$ cat src/rtl/button_renderer.sv
// Bevelled button tile overlay on the VGA pixel stream.
// Handshakes with the board sequencer through done_x / done_y pulses.
module button_renderer #(
  parameter int          BORDER     = 2,
  parameter logic [11:0] COL_LIGHT  = 12'hFFF,
  parameter logic [11:0] COL_SHADOW = 12'h555,
  parameter logic [11:0] COL_FACE   = 12'hBBB
) (
  input  logic        clk,
  input  logic        rst,
  input  logic        draw_button,
  input  logic [6:0]  button_size,
  input  logic [10:0] button_xpos,
  input  logic [10:0] button_ypos,
  input  logic [4:0]  button_num,
  input  logic [10:0] hcount_in,
  input  logic [10:0] vcount_in,
  input  logic        hsync_in,
  input  logic        vsync_in,
  input  logic        hblnk_in,
  input  logic        vblnk_in,
  input  logic [11:0] rgb_in,
  output logic [10:0] hcount_out,
  output logic [10:0] vcount_out,
  output logic        hsync_out,
  output logic        vsync_out,
  output logic        hblnk_out,
  output logic        vblnk_out,
  output logic [11:0] rgb_out,
  output logic        done_x,
  output logic        done_y
);

  typedef enum logic [1:0] {IDLE, DRAW, DONE} state_t;

  state_t      state_q, state_d;
  logic [10:0] xpos_q, xpos_d;
  logic [10:0] ypos_q, ypos_d;
  logic [6:0]  size_q, size_d;
  logic [4:0]  num_q, num_d;
  logic [4:0]  col_q, col_d;
  logic [10:0] hcount_q, vcount_q;
  logic        hsync_q, vsync_q, hblnk_q, vblnk_q;
  logic [11:0] rgb_q, rgb_d;
  logic        done_x_q, done_x_d;
  logic        done_y_q, done_y_d;

  logic [11:0] x_end, y_end, dx, dy;
  logic [4:0]  last_col;
  logic        fs, blank, active, in_tile, end_px, vblnk_rise;

  always_comb begin
    fs         = (hcount_in == 11'd0) && (vcount_in == 11'd0);
    blank      = hblnk_in || vblnk_in;
    x_end      = {1'b0, xpos_q} + {5'd0, size_q} - 12'd1;
    y_end      = {1'b0, ypos_q} + {5'd0, size_q} - 12'd1;
    dx         = {1'b0, hcount_in} - {1'b0, xpos_q};
    dy         = {1'b0, vcount_in} - {1'b0, ypos_q};
    // size 0 would wrap the extent to the full range, so gate it off
    active     = (state_q == DRAW) && !blank && (size_q != 7'd0);
    in_tile    = active
              && (hcount_in >= xpos_q) && ({1'b0, hcount_in} <= x_end)
              && (vcount_in >= ypos_q) && ({1'b0, vcount_in} <= y_end);
    end_px     = active
              && ({1'b0, hcount_in} == x_end)
              && ({1'b0, vcount_in} == y_end);
    vblnk_rise = vblnk_in && !vblnk_q;
    last_col   = (num_q == 5'd0) ? 5'd0 : num_q - 5'd1;

    rgb_d = rgb_in;
    if (in_tile) begin
      if (dx < 12'(BORDER) || dy < 12'(BORDER))
        rgb_d = COL_LIGHT;
      else if (dx + 12'(BORDER) >= {5'd0, size_q}
            || dy + 12'(BORDER) >= {5'd0, size_q})
        rgb_d = COL_SHADOW;
      else
        rgb_d = COL_FACE;
    end
  end

  always_comb begin
    state_d  = state_q;
    xpos_d   = xpos_q;
    ypos_d   = ypos_q;
    size_d   = size_q;
    num_d    = num_q;
    col_d    = col_q;
    done_x_d = 1'b0;
    done_y_d = 1'b0;
    case (state_q)
      IDLE, DONE: begin
        if (fs && draw_button) begin
          xpos_d  = button_xpos;
          ypos_d  = button_ypos;
          size_d  = button_size;
          num_d   = button_num;
          state_d = DRAW;
        end else if (state_q == IDLE || fs) begin
          state_d = IDLE;
          col_d   = 5'd0;
        end
      end
      DRAW: begin
        if (end_px || vblnk_rise) begin
          done_x_d = 1'b1;
          state_d  = DONE;
          if (col_q == last_col) begin
            done_y_d = 1'b1;
            col_d    = 5'd0;
          end else begin
            col_d = col_q + 5'd1;
          end
        end
      end
      default: state_d = IDLE;
    endcase
  end

  always_ff @(posedge clk or posedge rst) begin
    if (rst) begin
      state_q  <= IDLE;
      xpos_q   <= '0;
      ypos_q   <= '0;
      size_q   <= '0;
      num_q    <= '0;
      col_q    <= '0;
      hcount_q <= '0;
      vcount_q <= '0;
      hsync_q  <= 1'b0;
      vsync_q  <= 1'b0;
      hblnk_q  <= 1'b0;
      vblnk_q  <= 1'b0;
      rgb_q    <= '0;
      done_x_q <= 1'b0;
      done_y_q <= 1'b0;
    end else begin
      state_q  <= state_d;
      xpos_q   <= xpos_d;
      ypos_q   <= ypos_d;
      size_q   <= size_d;
      num_q    <= num_d;
      col_q    <= col_d;
      hcount_q <= hcount_in;
      vcount_q <= vcount_in;
      hsync_q  <= hsync_in;
      vsync_q  <= vsync_in;
      hblnk_q  <= hblnk_in;
      vblnk_q  <= vblnk_in;
      rgb_q    <= rgb_d;
      done_x_q <= done_x_d;
      done_y_q <= done_y_d;
    end
  end

  assign hcount_out = hcount_q;
  assign vcount_out = vcount_q;
  assign hsync_out  = hsync_q;
  assign vsync_out  = vsync_q;
  assign hblnk_out  = hblnk_q;
  assign vblnk_out  = vblnk_q;
  assign rgb_out    = rgb_q;
  assign done_x     = done_x_q;
  assign done_y     = done_y_q;

endmodule
$ cat config.mk
export PLATFORM = sky130hd
export DESIGN_NAME = button_renderer
export DESIGN_NICKNAME = d
export VERILOG_FILES = /design/src/rtl/button_renderer.sv
export SDC_FILE = /design/constraint.sdc
export NUM_CORES = 1
export LEC_CHECK = 0
export ABC_AREA = 1
export CAP_MARGIN = 15
export CELL_PAD_IN_SITES_DETAIL_PLACEMENT = 0
export CELL_PAD_IN_SITES_GLOBAL_PLACEMENT = 1
export CORE_AREA = 2 2 128 130
export CTS_BUF_LIST = sky130_fd_sc_hd__clkbuf_2 sky130_fd_sc_hd__clkbuf_4 sky130_fd_sc_hd__clkbuf_8
export DETAILED_ROUTE_END_ITERATION = 12
export DIE_AREA = 0 0 130 132
export PLACE_DENSITY = 0.95
export SYNTH_ARGS = -nofsm -noshare
export SYNTH_HDL_FRONTEND = slang
export SYNTH_SLANG_ARGS = --single-unit
$ cat constraint.sdc
create_clock -name clk -period 9.8 [get_ports clk]
set_clock_uncertainty 0.05 [all_clocks]
set_input_delay 1.96 -clock clk [delete_from_list [all_inputs] [get_ports clk]]
set_output_delay 1.96 -clock clk [all_outputs]
set_load 0.02 [all_outputs]
# Word level (Yosys, flattened, before mapping)
# Index checks and enable logic that the tools add are counted.
# classes
addsub	10
magnitude_cmp	8
eq_ne	9
mux	18
n_reduce_logical	28
# ops
op	count
2-to-1 mux 12 bit	3
2-to-1 mux 5 bit	5
adder 11 x 7 -> 12 bit	2
adder 12 x 2 -> 12 bit (second input constant)	2
equality test 11 x 12 -> 1 bit	2
greater-or-equal comparator 12 x 7 -> 1 bit	2
less-or-equal comparator 11 x 12 -> 1 bit	2
less-than comparator 12 x 2 -> 1 bit (second input constant)	2
subtractor 11 x 11 -> 12 bit	2
subtractor 12 x 1 -> 12 bit (second input constant)	2
greater-or-equal comparator 11 bit	2
zero test 11 bit	2
logical AND 1 bit	11
case mux 5 bit (2 select lines)	1
nonzero test 7 bit	1
2-to-1 mux 2 bit	3
adder 5 x 1 -> 5 bit (second input constant)	1
equality test 5 bit	1
zero test 5 bit	1
logical OR 1 bit	5
2-to-1 mux 1 bit	5
subtractor 5 x 1 -> 5 bit (second input constant)	1
!= test 2 bit (second input constant)	2
case mux 2 bit (2 select lines)	1
10 further kinds	12
# word_totals
reg_bits	81
in_bits	75
output_inout_bits	40
word_cells	88

# Logic depth before layout (Yosys ltp)
# Gate-level depths: netlist (run 1).
# depth
depth_word	9
depth_mapped	25
depth_no_buf	25

# Least setup slack after synthesis (run 1)
# OpenSTA, ideal clock, no wires.
# synth_path
path_kind	input to register
startpoint	in vcount_in[0]
endpoint	reg rgb_q[10], in the netlist rgb_out[10]
setup_ns	0.119
t_arrival_ns	4.479
required_time_ns	9.631
setup_slack_ns	5.152
cell_stages	22
path_buffers	0
path_cell_list	inv_1 ha_1 fa_1 xnor2_1 ha_1 xnor2_1 inv_1 ha_1 nand3_1 nor2_1 nor2_1 nand2_1 nand2_1 nand2_1 nand2_1 nand2_1 a21oi_1 nand3_1 nor3_2 nand4_1 nand2_1 nand2_1
# synth_via
elab_chain_cells	7
word_cells_on_any_way	13
cone_classes	2 x add/sub; 4 x order compare; 3 x mux; 4 x reduce/logical
# synth_lines
item	line	source
start: declaration	17	input logic [10:0] vcount_in,
subtractor 11 x 11 -> 12 bit	58	dy = {1'b0, vcount_in} - {1'b0, ypos_q};
adder 12 x 2 -> 12 bit	75	|| dy + 12'(BORDER) >= {5'd0, size_q})
greater-or-equal comparator 12 x 7 -> 1 bit	75	
logical OR 1 bit	75	
2-to-1 mux 12 bit	74	else if (dx + 12'(BORDER) >= {5'd0, size_q}
2-to-1 mux 12 bit	72	if (dx < 12'(BORDER) || dy < 12'(BORDER))
2-to-1 mux 12 bit (*)	71	if (in_tile) begin
via rgb_d[10]	44	logic [11:0] rgb_q, rgb_d;
end signal: assignment	150	rgb_q <= rgb_d;
end: declaration	44	
# The timed path passes the listed nets; every way through them passes the cells marked *.
# A chain may end at the register's enable or synchronous reset.

# Worst setup path after layout (run 1)
# layout_path
startpoint	in vcount_in[0]
endpoint	reg rgb_q[1], in the netlist rgb_out[1]
# The elaborated chain is that of the path after synthesis.

==> flow_summary.json, run 1 <==
{
  "drv_slew": 0,
  "hold_violations": 0,
  "synthCells": 877,
  "drive_gt1_share_pct": 5.40,
  "synth_area_um2": 6630,
  "slowest_delay_ns": 0.56,
  "worst_pin_slew_ns": 0.738,
  "p_per_area_nw_per_um2": 91.8,
  "syn-num-nets": 1052,
  "cts_tree": "yes",
  "worst_ir_drop_vdd_mv": 0.0660,
  "cts_buffers": 9,
  "utilization_pct": 52.5,
  "slew_headroom_pct": 50.8,
  "hold_class": "flop to flop",
  "cts.sinks": 81,
  "fp.dieH_um": 132,
  "initial_core_util_pct": 42.2,
  "grtUsageTotal_pct": 19.4,
  "dpl.hpwl_um": 13000,
  "arrival_ns": 5.41,
  "max_freq_mhz": 195,
  "run_status": "complete, no violations",
  "via_count": 5867,
  "rsz0062_at_grt": "no",
  "cp_max_fo": 6,
  "worst-setup-path-type": "input pin to flop",
  "cap_viol_max_count": 0,
  "holdWs_ns": 0.488,
  "postCtsHoldBufs": 0,
  "cp_cell_sequence": "clkdlybuf4s50_1, inv_1, ha_1, fa_1, xnor2_1, ha_1, xnor2_1, inv_1, ha_1, nand3_1, nor2_1, nor2_1, nand2_1, nand2_1, nand2_1, nand2_1, nand2_1, a21oi_1, nand3_1, nor3_2, nand3_1, nand2_1, nand2_2, nand2_1",
  "worstSkewPairLatency_ns": 0.38,
  "cts_buffer_depth": 2,
  "multi_input_area_um2": 3980,
  "crit_path_top_delay_cell": "clkdlybuf4s50_1",
  "numPortBuffers": 114,
  "grt_overflow": 0,
  "cts_resized": 0,
  "yosysWarnings": 0,
  "wl_um": 16000,
  "endpoint_kind": "flop",
  "synthTopCellsByArea": "dfrtp_1, ha_1, nand2_1, inv_1, a21oi_1",
  "core_um2": 15700,
  "finalPower_mw": 0.757,
  "die_area_um2": 17200,
  "yosysTopAreaCell": "dfrtp_1",
  "synth_seq_cells": 81,
  "tns_ns": 0,
  "wl_per_cell_um": 13.2,
  "antenna_found_initial": 0,
  "ant_nets": 0,
  "area_growth_syn_to_layout_pct": 24.3,
  "gp_congestion": 0.886,
  "dr.pass1.iters": 4,
  "finalSetupViolations": 0,
  "drt_iter0_markers": 285,
  "ff_latch_area_um2": 2030,
  "required_ns": 10.07,
  "fin_crit_ns": 5.14,
  "cp.buffers_inverters": 3,
  "grt_pass1_vias": 5568,
  "synth.top_cells.by_count": "nand2_1, inv_1, ha_1, nor2_1, dfrtp_1",
  "insertedDiodeCount": 0,
  "seq_area_frac_synth_pct": 30.6,
  "cts_root_buffer": "clkbuf_8",
  "cp-start-kind": "input pin",
  "vias_per_cell": 4.82,
  "grt_first_pass_wirelength_um": 26300,
  "synth_flop_cell": "dfrtp_1",
  "yosys.cell_types.count": 50,
  "synthArstFlopShare_pct": 100,
  "synth_enable_flop_cells": 0,
  "io_pins": 115,
  "cts_post_setup_buffers_inserted": 0,
  "fin_crit_sh_pct": 52.5,
  "rows": 46,
  "fin_area_um2": 8250,
  "h-tree-depth": 3,
  "fill_cells": 1499,
  "path_delay_family": "adder cells",
  "synth_top_area_share_pct": 30.6,
  "clkTransAtPathRegs_ns": 0.09,
  "drc": 0,
  "yosysMostFrequentCell": "nand2_1",
  "cp_common_cell": "nand2_1",
  "die_w_um": 130,
  "avgSynthCellArea_um2": 7.56,
  "nets": 1171,
  "grt_max_degree": 59,
  "leakage_nw": 4.31,
  "placed_cell_area_um2": 8030
}
[state kept, by name, summed over array words and instances, names as in the netlist, 2 cells and up]
register,flops
col_q,5
hcount_out,11
num_q,5
rgb_out,12
size_q,7
state_q,2
vcount_out,11
xpos_q,11
ypos_q,11
[placed cells by master (no fill, tap or decap), types with 6 or more instances in the layout]
cell type	synthesis	final
nand4_1	18	18
nor4_1	7	7
nand3_1	51	50
clkbuf_8	0	9
nand2_1	179	179
ha_1	96	96
xnor2_1	16	16
nor3_1	6	6
o21ai_0	15	15
clkdlybuf4s50_1	0	114
a21oi_1	67	67
nand2_2	9	9
inv_1	157	156
nor2_1	88	88
xor2_1	20	20
dfrtp_1	81	81
[logic make-up after synthesis]
family	share of synthesized area, %
AOI/OAI and AO/OA	9.28
adders and majority gates	19.3
and+or+nand+nor	25.5
muxes	0.339
DFF	30.6
buffers and inverters	9.56
xor gates and xnor gates	5.41
[layout make-up]
cell class	count	share of cell area [%]
well taps	216	3.28
clock buffers	9	1.50
clock inverters	6	1.12
repair buffers	116	14.0
inverters	160	7.30
multi-input cells	628	48.2
flip-flops and latches	81	24.6
[power by group]
group / switching (mW) / internal (mW) / leakage [nW]
combinational: 0.0706 / 0.0653 / 3.33
sequential: 0.00206 / 0.342 / 0.876
clock: 0.134 / 0.143 / 0.102
total: 0.207 / 0.550 / 4.31
[worst paths after layout]
| kind | endpoint | start | depth (start not counted) | slack, ns |
|---|---|---|---|---|
| min in group asynchronous | xpos_q[1] | rst | 2 | 1.85 |
| setup reg to reg | col_q[4] | size_q[3] | 23 | 5.38 |
| setup / recovery | rgb_out[1] | vcount_in[0] | 24 | 4.66 |
| max in group asynchronous | vcount_out[9] | rst | 3 | 6.76 |
| hold / removal | num_q[4] | num_q[4] | 1 | 0.49 |
| hold reg to reg | num_q[4] | num_q[4] | 1 | 0.49 |
[per-stage QoR]
step                      cells  setup slack, ns
after detailed placement   1201             4.27
final                      1216             4.66
after global placement     1201             4.38
after global routing       1216             4.28
after CTS                  1216             4.67
after floorplan             877             5.15
[metal layers]
| metal | GRT usage, % | part of all wire, % | vias up |
|---|---|---|---|
| met2 | 31.5 | 46 | 130 |
| met4 | 5.38 | 1.8 | 0 |
| met1 | 26.7 | 48 | 2652 |
| met5 | 0 | 0 | - |
| met3 | 3.17 | 4.3 | 14 |
| li1 | - | - | 3071 |
Power figures use the tool's default switching activity.
==> run 2: changes to the inputs <==
CORE_AREA = 2 2 132 134   (was 2 2 128 130)
DIE_AREA = 0 0 134 136   (was 0 0 130 132)
PLACE_DENSITY = 0.91   (was 0.95)
clock period = 5.32 ns   (was 9.8 ns; I/O delays follow)
==> run 2 against run 1 <==
Net effect:
- clock power grew 65%
- combinational power grew 85%
- critical path depth fell by 1
- worst setup slack worse by 3.7 ns
- final cell count is 0.90% higher
- first-iteration DRC count up 15%
- utilization fell by 3.6 points
- sequential share of layout area barely moved
- routed wire length increased by 3.7%
- die area rose by 6.2%
- largest cell class unchanged
- largest power group unchanged
==> flow_summary.json, run 2 (synthesized netlist as in run 1, its figures left out) <==
{
  "required_ns": 5.54,
  "drc": 0,
  "clkTransAtPathRegs_ns": 0.09,
  "cts_post_setup_buffers_inserted": 0,
  "cp.buffers_inverters": 4,
  "cp_common_cell": "nand2_1",
  "p_sw_share_pct": 27.3,
  "h-tree-depth": 3,
  "final_common_cell": "nand2_1",
  "worstSkewPairLatency_ns": 0.37,
  "cts_resized": 0,
  "fill_cells": 1612,
  "rows": 48,
  "crit_path_top_delay_cell": "dfrtp_1",
  "clockPowerShare_pct": 34.0,
  "grt_pass1_vias": 5640,
  "dp.cells": 1211,
  "run_status": "complete, no violations",
  "tns_ns": 0,
  "io_pins": 115,
  "grt_max_degree": 68,
  "max_freq_mhz": 230,
  "arrival_ns": 4.56,
  "die_w_um": 134,
  "utilization_pct": 48.9,
  "cp-start-kind": "flop",
  "drv_slew": 0,
  "cts_root_buffer": "clkbuf_8",
  "cp_cell_sequence": "inv_1, ha_1, inv_1, ha_1, a21o_1, a31oi_1, o21ai_0, a21oi_1, o21ai_0, nand2_1, nand2_1, a21oi_1, xor2_1, ha_1, inv_1, nor4_1, inv_1, nor3_1, nand4_1, nand3_2, nand2_1, nand2_1, nand2_1",
  "via_count": 5855,
  "numPortBuffers": 114,
  "p_switching_mw": 0.367,
  "fin_crit_ns": 4.35,
  "path_delay_family": "simple AND/OR/NAND/NOR gates",
  "area_growth_syn_to_layout_pct": 24.3,
  "endpoint_kind": "flop",
  "cts_buffers": 9,
  "finalPower_mw": 1.34,
  "cp_max_fo": 8,
  "cts.sinks": 81,
  "wl_um": 16600,
  "cts_buffer_depth": 2,
  "insertedDiodeCount": 0,
  "worst_ir_drop_vdd_mv": 0.110,
  "worst-setup-path-type": "flop to flop",
  "slowest_delay_ns": 0.38,
  "ant_nets": 0,
  "p_seq_share_pct": 47.2,
  "drive_gt1_share_pct": 5.59,
  "p_per_area_nw_per_um2": 163,
  "worst_pin_slew_ns": 0.758,
  "hold_class": "flop to flop",
  "finalSetupViolations": 0,
  "cap_viol_max_count": 0,
  "gp_congestion": 0.857,
  "nets": 1172,
  "dr.pass1.iters": 5,
  "fin_crit_sh_pct": 81.7,
  "vias_per_cell": 4.77,
  "core_um2": 16900,
  "postCtsHoldBufs": 0,
  "fp.dieH_um": 136,
  "dpl.hpwl_um": 13700,
  "hold_violations": 0,
  "final_cell_mix": "nand2_1, inv_1, clkdlybuf4s50_1, ha_1, nor2_1",
  "grtUsageTotal_pct": 19.0,
  "wl_per_cell_um": 13.5,
  "grt_overflow": 0,
  "grt_first_pass_wirelength_um": 27200,
  "p_int_mw": 0.976,
  "final_cells": 1227,
  "drt_iter0_markers": 329,
  "antenna_found_initial": 0,
  "initial_core_util_pct": 39.3,
  "largest_register_ffs": 12,
  "die_area_um2": 18200,
  "rsz0062_at_grt": "no",
  "leakage_nw": 4.31,
  "combPwrFrac_pct": 18.7,
  "slew_headroom_pct": 49.0,
  "holdWs_ns": 0.491,
  "cts_tree": "yes"
}
## run 2: per-stage QoR
step	area [um2]	worst slack [ns]
final	8250	0.972
after global routing	8250	0.541
after CTS	8250	0.994
after detailed placement	8050	0.601
after global placement	8050	0.722
after floorplan	6630	1.57
## run 2: worst reg2reg max path, delay by kind of cell, from the launching register on
family | cells | cell delay (ns)
buffers and inverters | 4 | 0.47
adders and majority gates | 3 | 0.85
and+or+nand+nor | 9 | 1.39
DFF | 1 | 0.38
AOI/OAI and AO/OA | 6 | 1.02
xor gates and xnor gates | 1 | 0.10
## run 2: area by class of cell
cell class                      count  area (um2)  share of cell area [%]
Inverter                          160         602                    7.30
Tap cell                          225         282                    3.41
Sequential cell                    81        2030                    24.6
Clock inverter                      5        56.3                   0.683
Timing Repair Buffer              117        1160                    14.1
Multi-Input combinational cell    628        3980                    48.2
Clock buffer                       11         139                    1.68
## run 2: final timing paths
| path | start | end | cells after the start | slack, ns |
|---|---|---|---|---|
| min in group asynchronous | rst | rgb_out[11] | 2 | 1.04 |
| setup reg to reg | size_q[3] | col_q[0] | 23 | 0.97 |
| hold reg to reg | num_q[4] | num_q[4] | 1 | 0.49 |
| setup / recovery | size_q[3] | col_q[0] | 23 | 0.97 |
| hold / removal | num_q[4] | num_q[4] | 1 | 0.49 |
| max in group asynchronous | rst | xpos_q[2] | 3 | 3.14 |
## run 2: power groups by stage
stage	registers [mW]	logic [mW]	clock network (mW)
detailed placement	0.647	0.253	0
finish	0.634	0.252	0.457
global placement	0.646	0.250	0
floorplan	0.666	0.109	0
global route	0.636	0.280	0.497
CTS	0.634	0.254	0.472
## run 2: layer usage
layer	track usage, %	up-vias	wire [um]
met5	0	-	0
met4	6.50	0	340
met3	3.09	18	711
met2	30.9	119	7720
met1	25.7	2652	7820
li1	-	3066	-
==> run 3: changes to the inputs <==
CORE_AREA = 2 2 139 141   (was 2 2 132 134)
DIE_AREA = 0 0 141 143   (was 0 0 134 136)
PLACE_DENSITY = 0.87   (was 0.91)
clock period = 4 ns   (was 5.32 ns; I/O delays follow)
==> run 3 against run 2 <==
Net effect:
- design area grew 8.7%
- clock-buffer cell count shrank 1
- sequential share of layout area shrank 2.0 points
- first-iteration DRC count shrank 25%
- utilization shrank 0.63 points
- flip-flop and latch count is the same
- sequential power grew 33%
- routed wire length grew 3.1%
- maximum frequency grew 13%
- critical path depth is the same
- clock power grew 39%
- hold slack lost 0.0048 ns
- largest power group unchanged
==> flow_summary.json, run 3 (synthesized netlist as in run 1, its figures left out) <==
{
  "run_status": "complete, no violations",
  "rows": 50,
  "final_common_cell": "nand2_1",
  "die_area_um2": 20200,
  "leakage_nw": 4.64,
  "initial_core_util_pct": 35.7,
  "die_w_um": 141,
  "max_freq_mhz": 261,
  "gp_congestion": 0.884,
  "tns_ns": 0,
  "finalSetupViolations": 0,
  "clockPowerShare_pct": 34.2,
  "pre_cts_slack_ns": -0.198,
  "postCtsHoldBufs": 0,
  "grt_first_pass_wirelength_um": 27600,
  "ff_latch_area_um2": 2030,
  "antenna_found_initial": 0,
  "worstSkewPairLatency_ns": 0.39,
  "cts.sinks": 81,
  "area_growth_syn_to_layout_pct": 35.1,
  "p_switching_mw": 0.530,
  "slew_headroom_pct": 60.2,
  "grt_pass1_vias": 5701,
  "grt_overflow": 0,
  "numPortBuffers": 114,
  "wl_per_cell_um": 13.2,
  "ant_nets": 0,
  "p_seq_share_pct": 45.4,
  "grtUsageTotal_pct": 17.4,
  "cts_root_buffer": "clkbuf_8",
  "drt_iter0_markers": 248,
  "clkTransAtPathRegs_ns": 0.09,
  "p_int_mw": 1.32,
  "worst-setup-path-type": "flop to flop",
  "wl_um": 17100,
  "fin_crit_sh_pct": 95.8,
  "drv_slew": 0,
  "drc": 0,
  "dr.pass1.iters": 6,
  "dpl.hpwl_um": 13800,
  "worst_ir_drop_vdd_mv": 0.181,
  "insertedDiodeCount": 0,
  "p_sw_share_pct": 28.6,
  "cap_viol_max_count": 0,
  "final_cell_mix": "nand2_1, inv_1, clkdlybuf4s50_1, ha_1, nor2_1",
  "cts_tree": "yes",
  "hold_class": "flop to flop",
  "fin_area_um2": 8960,
  "placed_cell_area_um2": 8510,
  "rsz0062_at_grt": "yes",
  "cp_max_fo": 5,
  "fin_ws_ns": 0.167,
  "multi_input_area_um2": 4170,
  "fp.dieH_um": 143,
  "endpoint_kind": "flop",
  "drive_gt1_share_pct": 14.7,
  "io_pins": 115,
  "holdWs_ns": 0.486,
  "fill_cells": 1812,
  "grt_max_degree": 82,
  "vias_per_cell": 4.67,
  "cts_buffers": 9,
  "nets": 1234,
  "fin_crit_ns": 3.83,
  "p_per_area_nw_per_um2": 207,
  "worst_pin_slew_ns": 0.591,
  "h-tree-depth": 3,
  "cts_buffer_depth": 2,
  "cp-start-kind": "flop",
  "largest_register_ffs": 12,
  "core_um2": 18600,
  "combPwrFrac_pct": 20.4,
  "hold_violations": 0,
  "required_ns": 4.23,
  "via_count": 6068,
  "arrival_ns": 4.06
}
run 3: final cells by class:
type | count | share of cell area (%)
clock inverters | 6 | 0.726
multi-input cells | 628 | 46.5
clock buffers | 10 | 1.47
flip-flops and latches | 81 | 22.6
inverters | 160 | 6.72
well taps | 234 | 3.27
repair buffers | 179 | 18.7
run 3: final timing paths:
| kind | startpoint | end | slack (ns) | depth (start not counted) |
|---|---|---|---|---|
| min in group asynchronous | rst | vsync_out | 0.76 | 3 |
| worst max-delay path | size_q[3] | col_q[3] | 0.17 | 23 |
| max in group asynchronous | rst | vcount_out[10] | 2.77 | 3 |
| worst min-delay path | num_q[4] | num_q[4] | 0.49 | 1 |
| worst max register to register | size_q[3] | col_q[3] | 0.17 | 23 |
| worst min register to register | num_q[4] | num_q[4] | 0.49 | 1 |
run 3: power by group through the flow:
stage	sequential (mW)	combinational (mW)	clock (mW)
global placement	0.858	0.363	0
CTS	0.843	0.368	0.657
global route	0.844	0.419	0.685
detailed placement	0.859	0.365	0
floorplan	0.885	0.145	0
finish	0.842	0.378	0.635
run 3: worst max-delay path, stage by stage, from the launching register on:
cell and delay (ns):
dfrtp_1 0.38, inv_2 0.07, ha_4 0.26, inv_2 0.04
ha_4 0.28, a21o_1 0.16, a31oi_4 0.05, o21ai_2 0.17
a21oi_1 0.08, o21ai_1 0.17, nand2_1 0.07, nand2_1 0.09
a21oi_2 0.06, xor2_1 0.16, ha_1 0.31, inv_1 0.06
nor4_2 0.30, inv_1 0.13, nor3_2 0.21, nand4_1 0.22
nand3_4 0.20, nand2_4 0.09, nand2_1 0.07, nand2_1 0.05
run 3: metrics by stage:
stage                     instances  total power [mW]  utilization (%)
final                          1298              1.85             48.2
after global placement         1274              1.22             45.8
after global routing           1298              1.95             48.2
after floorplan                 877              1.03                -
after CTS                      1290              1.87             47.0
after detailed placement       1274              1.22             45.8
run 3: timing repair:
item | 4_1_cts | 5_1_grt
buffers inserted | 0 | 8
gates resized for setup | 4 | 45
endpoints found under the hold margin | 0 | 0
setup endpoints to repair | 7 | 21
pin swaps | 0 | 33
run 3: routing by layer:
layer,up-vias,GRT usage [%],wire length [um]
li1,3186,-,-
met1,2768,22.9,8230
met2,101,29.2,7950
met3,13,3.52,683
met4,0,4.53,241
met5,-,0,0
